## config.mk

```make
export PLATFORM = sky130hd
export DESIGN_NAME = pixel_write_buffer_flat
export DESIGN_NICKNAME = d
export VERILOG_FILES = /design/src/rtl/pixel_write_buffer_if.sv /design/src/rtl/pixel_write_buffer.sv /design/src/flat_wrapper.sv
export SDC_FILE = /design/constraint.sdc
export NUM_CORES = 1
export LEC_CHECK = 0
export BUFFER_PORTS_ARGS = -buffer_cell sky130_fd_sc_hd__clkbuf_2
export CAP_MARGIN = 20
export CORE_MARGIN = 2
export CORE_UTILIZATION = 35
export DETAILED_ROUTE_END_ITERATION = 10
export PLACE_DENSITY = 0.49
export SYNTH_ARGS = -nofsm -noshare
export SYNTH_HDL_FRONTEND = slang
export SYNTH_SLANG_ARGS = --single-unit
```

## constraint.sdc

```tcl
create_clock -name clk -period 6.51 [get_ports clk]
set_clock_uncertainty 0.1 [all_clocks]
set_input_delay 1.302 -clock clk [delete_from_list [all_inputs] [get_ports clk]]
set_output_delay 1.302 -clock clk [all_outputs]
set_load 0.02 [all_outputs]
```

## src/rtl/pixel_write_buffer_if.sv

```systemverilog
// ---------------------------------------------------------------------------
// pixel_write_buffer_if
// Framebuffer write port: single-entry request/acknowledge handshake.
//   mem_req   : write request, high while the write buffer holds an entry
//   mem_addr  : linear framebuffer address of the head entry
//   mem_wdata : pixel colour of the head entry
//   mem_ack   : memory accepts the head entry when mem_req & mem_ack
// master = write buffer side, slave = memory side.
// ---------------------------------------------------------------------------
interface pixel_write_buffer_if #(
    parameter int ADDR_W  = 19,
    parameter int COLOR_W = 8
);
    logic               mem_req;
    logic [ADDR_W-1:0]  mem_addr;
    logic [COLOR_W-1:0] mem_wdata;
    logic               mem_ack;

    modport master (
        output mem_req,
        output mem_addr,
        output mem_wdata,
        input  mem_ack
    );

    modport slave (
        input  mem_req,
        input  mem_addr,
        input  mem_wdata,
        output mem_ack
    );
endinterface

```

## src/rtl/pixel_write_buffer.sv

```systemverilog
// ---------------------------------------------------------------------------
// pixel_write_buffer
// Sits behind the line rasteriser. Clips off-screen pixels, converts (x,y)
// to a linear framebuffer address and buffers the writes in a small
// first-word-fall-through FIFO that drains over a req/ack port. Tracks the
// rasteriser's end-of-line pulse and reports when the line is committed.
//
// Ports:
//   clk, reset       : clock, synchronous active-high reset
//   plot_i           : pixel strobe, one cycle per pixel
//   x_i, y_i         : pixel column / row
//   color_i          : pixel colour, sampled with plot_i
//   line_done_i      : end-of-line pulse
//   mem              : framebuffer write port (master side)
//   busy_o           : pixels or an end-of-line still in flight
//   drained_o        : one-cycle pulse, last pixel of the line committed
//   overflow_o       : sticky, a pixel was dropped on a full FIFO
//   clip_count_o     : saturating count of clipped pixels
//   clear_status_i   : clears overflow_o and clip_count_o
// ---------------------------------------------------------------------------
module pixel_write_buffer #(
    parameter int H_RES   = 640,
    parameter int V_RES   = 480,
    parameter int DEPTH   = 16,
    parameter int ADDR_W  = 19,
    parameter int COLOR_W = 8
) (
    input  logic                clk,
    input  logic                reset,
    input  logic                plot_i,
    input  logic [10:0]         x_i,
    input  logic [10:0]         y_i,
    input  logic [COLOR_W-1:0]  color_i,
    input  logic                line_done_i,
    pixel_write_buffer_if.master mem,
    output logic                busy_o,
    output logic                drained_o,
    output logic                overflow_o,
    output logic [15:0]         clip_count_o,
    input  logic                clear_status_i
);
    localparam int          PTR_W   = $clog2(DEPTH);
    localparam int          MUL_W   = ADDR_W + 11;
    localparam logic [31:0] H_RES_U = 32'(H_RES);
    localparam logic [31:0] V_RES_U = 32'(V_RES);

    // Stage 1: capture register
    logic               stage_valid_q;
    logic               stage_done_q;
    logic [ADDR_W-1:0]  stage_addr_q;
    logic [COLOR_W-1:0] stage_color_q;

    // FIFO: pointers carry one extra wrap bit
    logic [ADDR_W-1:0]  fifo_addr_q  [DEPTH];
    logic [COLOR_W-1:0] fifo_color_q [DEPTH];
    logic [PTR_W:0]     wr_ptr_q, wr_ptr_d;
    logic [PTR_W:0]     rd_ptr_q, rd_ptr_d;

    logic               pend_q, pend_d;
    logic               overflow_q, overflow_d;
    logic [15:0]        clip_count_q, clip_count_d;

    logic in_range, clip_hit;
    logic fifo_empty, fifo_full;
    logic push, pop, drop;

    assign in_range = ({21'd0, x_i} < H_RES_U) && ({21'd0, y_i} < V_RES_U);
    assign clip_hit = plot_i & ~in_range;

    assign fifo_empty = (wr_ptr_q == rd_ptr_q);
    assign fifo_full  = (wr_ptr_q[PTR_W] != rd_ptr_q[PTR_W]) &&
                        (wr_ptr_q[PTR_W-1:0] == rd_ptr_q[PTR_W-1:0]);

    assign pop  = ~fifo_empty & mem.mem_ack;
    // A full FIFO still accepts the push when the head retires in the same cycle.
    assign push = stage_valid_q & (~fifo_full | pop);
    assign drop = stage_valid_q & fifo_full & ~pop;

    assign mem.mem_req   = ~fifo_empty;
    assign mem.mem_addr  = fifo_empty ? '0 : fifo_addr_q[rd_ptr_q[PTR_W-1:0]];
    assign mem.mem_wdata = fifo_empty ? '0 : fifo_color_q[rd_ptr_q[PTR_W-1:0]];

    // pop cannot occur on an empty FIFO, so emptiness also covers "no pop".
    assign drained_o    = pend_q & fifo_empty & ~stage_valid_q;
    assign busy_o       = stage_valid_q | stage_done_q | ~fifo_empty | (pend_q & ~drained_o);
    assign overflow_o   = overflow_q;
    assign clip_count_o = clip_count_q;

    always_comb begin
        wr_ptr_d     = push ? wr_ptr_q + 1'b1 : wr_ptr_q;
        rd_ptr_d     = pop  ? rd_ptr_q + 1'b1 : rd_ptr_q;

        // A done reaching stage 2 wins over a same-cycle drain of the previous line.
        pend_d = pend_q;
        if (stage_done_q)
            pend_d = 1'b1;
        else if (drained_o)
            pend_d = 1'b0;

        overflow_d = overflow_q;
        if (clear_status_i)
            overflow_d = 1'b0;
        else if (drop)
            overflow_d = 1'b1;

        clip_count_d = clip_count_q;
        if (clear_status_i)
            clip_count_d = '0;
        else if (clip_hit && clip_count_q != 16'hFFFF)
            clip_count_d = clip_count_q + 16'd1;
    end

    always_ff @(posedge clk) begin
        if (reset) begin
            stage_valid_q <= 1'b0;
            stage_done_q  <= 1'b0;
            stage_addr_q  <= '0;
            stage_color_q <= '0;
            wr_ptr_q      <= '0;
            rd_ptr_q      <= '0;
            pend_q        <= 1'b0;
            overflow_q    <= 1'b0;
            clip_count_q  <= '0;
        end else begin
            stage_valid_q <= plot_i & in_range;
            stage_done_q  <= line_done_i;
            if (plot_i && in_range) begin
                stage_addr_q  <= ADDR_W'(MUL_W'(y_i) * MUL_W'(H_RES_U) + MUL_W'(x_i));
                stage_color_q <= color_i;
            end
            wr_ptr_q      <= wr_ptr_d;
            rd_ptr_q      <= rd_ptr_d;
            pend_q        <= pend_d;
            overflow_q    <= overflow_d;
            clip_count_q  <= clip_count_d;
        end
    end

    always_ff @(posedge clk) begin
        if (push) begin
            fifo_addr_q[wr_ptr_q[PTR_W-1:0]]  <= stage_addr_q;
            fifo_color_q[wr_ptr_q[PTR_W-1:0]] <= stage_color_q;
        end
    end
endmodule
```

## src/flat_wrapper.sv

```systemverilog
// flat-port wrapper written by rule: the top's interface ports become plain ports
module pixel_write_buffer_flat 
#(
    parameter int H_RES   = 640,
    parameter int V_RES   = 480,
    parameter int DEPTH   = 16,
    parameter int ADDR_W  = 19,
    parameter int COLOR_W = 8
)
  (clk, reset, plot_i, x_i, y_i, color_i, line_done_i, busy_o, drained_o, overflow_o, clip_count_o, clear_status_i, mem_mem_req, mem_mem_addr, mem_mem_wdata, mem_mem_ack);
  pixel_write_buffer_if #(.ADDR_W(ADDR_W), .COLOR_W(COLOR_W)) mem_i ();
  input  logic clk;
  input  logic reset;
  input  logic plot_i;
  input  logic [10:0] x_i;
  input  logic [10:0] y_i;
  input  logic [COLOR_W-1:0] color_i;
  input  logic line_done_i;
  output logic busy_o;
  output logic drained_o;
  output logic overflow_o;
  output logic [15:0] clip_count_o;
  input  logic clear_status_i;
  output wire logic [$bits(mem_i.mem_req)-1:0] mem_mem_req;
  output wire logic [$bits(mem_i.mem_addr)-1:0] mem_mem_addr;
  output wire logic [$bits(mem_i.mem_wdata)-1:0] mem_mem_wdata;
  input wire logic [$bits(mem_i.mem_ack)-1:0] mem_mem_ack;
  assign mem_mem_req = mem_i.mem_req;
  assign mem_mem_addr = mem_i.mem_addr;
  assign mem_mem_wdata = mem_i.mem_wdata;
  assign mem_i.mem_ack = mem_mem_ack;
  pixel_write_buffer #(.H_RES(H_RES), .V_RES(V_RES), .DEPTH(DEPTH), .ADDR_W(ADDR_W), .COLOR_W(COLOR_W)) u_core (.clk(clk), .reset(reset), .plot_i(plot_i), .x_i(x_i), .y_i(y_i), .color_i(color_i), .line_done_i(line_done_i), .mem(mem_i), .busy_o(busy_o), .drained_o(drained_o), .overflow_o(overflow_o), .clip_count_o(clip_count_o), .clear_status_i(clear_status_i));
endmodule
```

==> impl_metrics.toml <==
[logic_synthesis]
syn_inst = 1037
synth.distinct_cells = 50
ys_ff_latch = 493
ys_warn_count = 0
avgSynthCellArea_um2 = 18.93
async_reset_ff_frac = 0
synth_flop_cell = "edfxtp_1"
synth_edf_count = 432
yosysSeqAreaShare = 0.7229
syn_area_mm2 = 0.01963
syn_nets = 1102

[drt]
post-route-drc-count = 0
wl_per_cell_um = 23.72
dr.pass1.iters = 5
avgViaCountPerCell = 5.041
num_vias = 9784
routed_wl_um = 46040
ant_nets = 0
drt_iter0_drc = 634

[setup_path]
reg2reg_from = "u_core.wr_ptr_q[2]"
crit_required_ps = 5110
path_class = "reg2out"
critical_path_arrival_ps = 3400
startpoint_type = "flop"
end_kind = "output pin"
critPathMaxFanout = 60

[clock_tree]
insertion_delay_ps = 590
cts_tree = "yes"
cts-buffers-inserted = 53
cts_root_buf = "clkbuf_16"
cts_setup_buffers = 0
cts_hold_buf = 0
path_clk_slew_ps = 60
post_cts_resized = 0
cts_buffer_depth = 3
clock_sinks = 493
htree_levels = 2

[die]
num_rows = 86
die-height_um = 240.8
core_mm2 = 0.05531
io_pins = 83
fp.dieW_um = 240.8
start_util = 0.3550
die-area_mm2 = 0.05801

[placed_design]
place_hpwl_um = 24690
dp.cells = 1841
io_buffer_count = 82
pre_cts_ws_ps = 2236
globalplace.congestion = 0.7010

[run]
maxCapViolCount = 0

[sta]
setup_slack_ps = 1710
max_freq_ghz = 0.2083
finalCritPeriodShare = 0.7373
fin_setup_tns_ps = 0
slew_headroom = 0.3197
setup_viol = 0
grt_setup_unrepaired = "no"
worstMarginPinSlew_ps = 1020
drv_slew = 0
hold_violations = 0
period_needed_ps = 4800

[layout]
instances_no_fill = 1941
nets = 1213
nFillCells = 4968
n_antenna_cell = 0
layout_commonest_cell = "edfxtp_1"
final_layout_size_suffix_gt1_frac = 0.2934
regArea_mm2 = 0.01420
area_delta_synth_final_pct = 16.94
multi_input_area_mm2 = 0.005293
final_cell_mix = "edfxtp_1 (432), mux4_2 (135), clkbuf_2 (82), nand2_1 (59), dfxtp_1 (57)"

[power]
share_comb_of_total_power = 0.029
p_leak_nw = 7.496
switching_share = 0.1997
p_int_w = 0.005422
netSwitchingPower_w = 0.001353
power_w = 0.006776
vdd_drop_max_v = 0.0002152
pwr-share-clk = 0.465
power_frac_seq = 0.506
powerDensity_mw_per_mm2 = 295.1

[global_route]
grt_overflow = 0
grt_max_degree = 66
track_usage = 0.1624
grt_pass1_wl_um = 67630
antenna_found_initial = 2
grt_pass1_vias = 10320

[worst_hold_path]
min_path_type = "reg2reg"
holdCritStartpoint = "u_core.stage_done_q"

[status]
status = "finished clean"
==> layer usage <==
layer / global-route usage / vias to the layer above / wire length [µm]
met1: 0.2196 / 5125 / 20690
met2: 0.2741 / 226 / 22400
met3: 0.03294 / 52 / 2327
met5: 0 / - / 0
li1: - / 4381 / -
met4: 0.03180 / 0 / 630
==> through the flow <==
step	hold slack (ps)	utilization	cell area, µm²
after CTS	348.9	0.4151	22960
after detailed placement	341.0	0.3816	21100
after floorplan	321.1	-	19630
after global routing	394.7	0.4151	22960
after global placement	326.8	0.3816	21100
final	344.3	0.4151	22960
==> cell families (layout without fill, tap and decap cells) <==
group	after synthesis	after routing	synth area share
adder cells (fa/ha/maj)	29	29	0.01925
XOR/XNOR	34	34	0.01517
multiplexers	137	137	0.1559
buffers and inverters	64	220	0.01319
AND/OR/NAND/NOR	206	206	0.05073
AO/OA/AOI/OAI	74	74	0.02288
flip-flops	493	493	0.7229
==> Yosys cell counts (all sizes together), types with 2 or more instances <==
cell type  instances  area [µm²]
fa                 2       40.04
nor3              15       75.07
a211oi             9       72.57
nor4               3       18.77
nor3b              2       15.01
or3                6       37.54
or2                6       37.54
xor2              11       96.34
nor2              52       195.2
o21ai             11       55.05
ha                27       337.8
nand4              5       31.28
clkbuf            32       121.4
and2              28       175.2
a21o               3       22.52
nand3             14       70.07
and3               6       37.54
dfxtp             61        1221
mux2i              2       20.02
nand2             59       221.5
a21oi             36       180.2
nand2b             4       25.02
buf               19       88.84
o21bai             2       15.01
inv               13       48.80
o21a               2       15.01
o211ai             3       22.52
mux4             135        3040
edfxtp           432       12970
o31ai              2       15.01
xnor2             23       201.4
==> power groups by stage <==
stage	clock, W	sequential [W]	combinational [W]
2_1_floorplan	0	0.00349	0.000142
3_3_place_gp	0	0.00349	0.000197
3_5_place_dp	0	0.00350	0.000198
4_1_cts	0.00323	0.00343	0.000200
5_1_grt	0.00335	0.00343	0.000216
6_report	0.00315	0.00343	0.000194
==> worst paths after layout <==
path	endpoint	slack, ps	cells past startpoint
worst max-delay path	mem_mem_wdata[7]	1710	5
worst min-delay path	u_core.pend_q	340	2
worst max register to register	u_core.fifo_addr_q[15][11]	3380	6
worst min register to register	u_core.pend_q	340	2
==> registers in the layout, indices dropped and copies added, names as in the netlist, named ones only <==
name	cells
u_core.fifo_addr_q	304
u_core.fifo_color_q	128
u_core.stage_addr_q	19
u_core.clip_count_o	16
u_core.stage_color_q	8
u_core.rd_ptr_q	5
u_core.wr_ptr_q	5
u_core.overflow_o	1
u_core.pend_q	1
u_core.stage_done_q	1
u_core.stage_valid_q	1
==> worst max-delay path: stages, from the launching register on <==
cell and delay, ps:
dfxtp_4 830, buf_12 510, mux4_2 570, mux4_2 470, and2_1 230, clkbuf_2 180
==> final cells by class <==
cell class              count  share of cell area
flip-flops and latches    493              0.6186
clock inverters            25             0.01548
clock buffers              75             0.06534
multi-input cells         480              0.2305
repair buffers            107             0.02714
inverters                  13            0.002125
well taps                 748             0.04076
No activity file was read; power rests on OpenSTA's default activity.
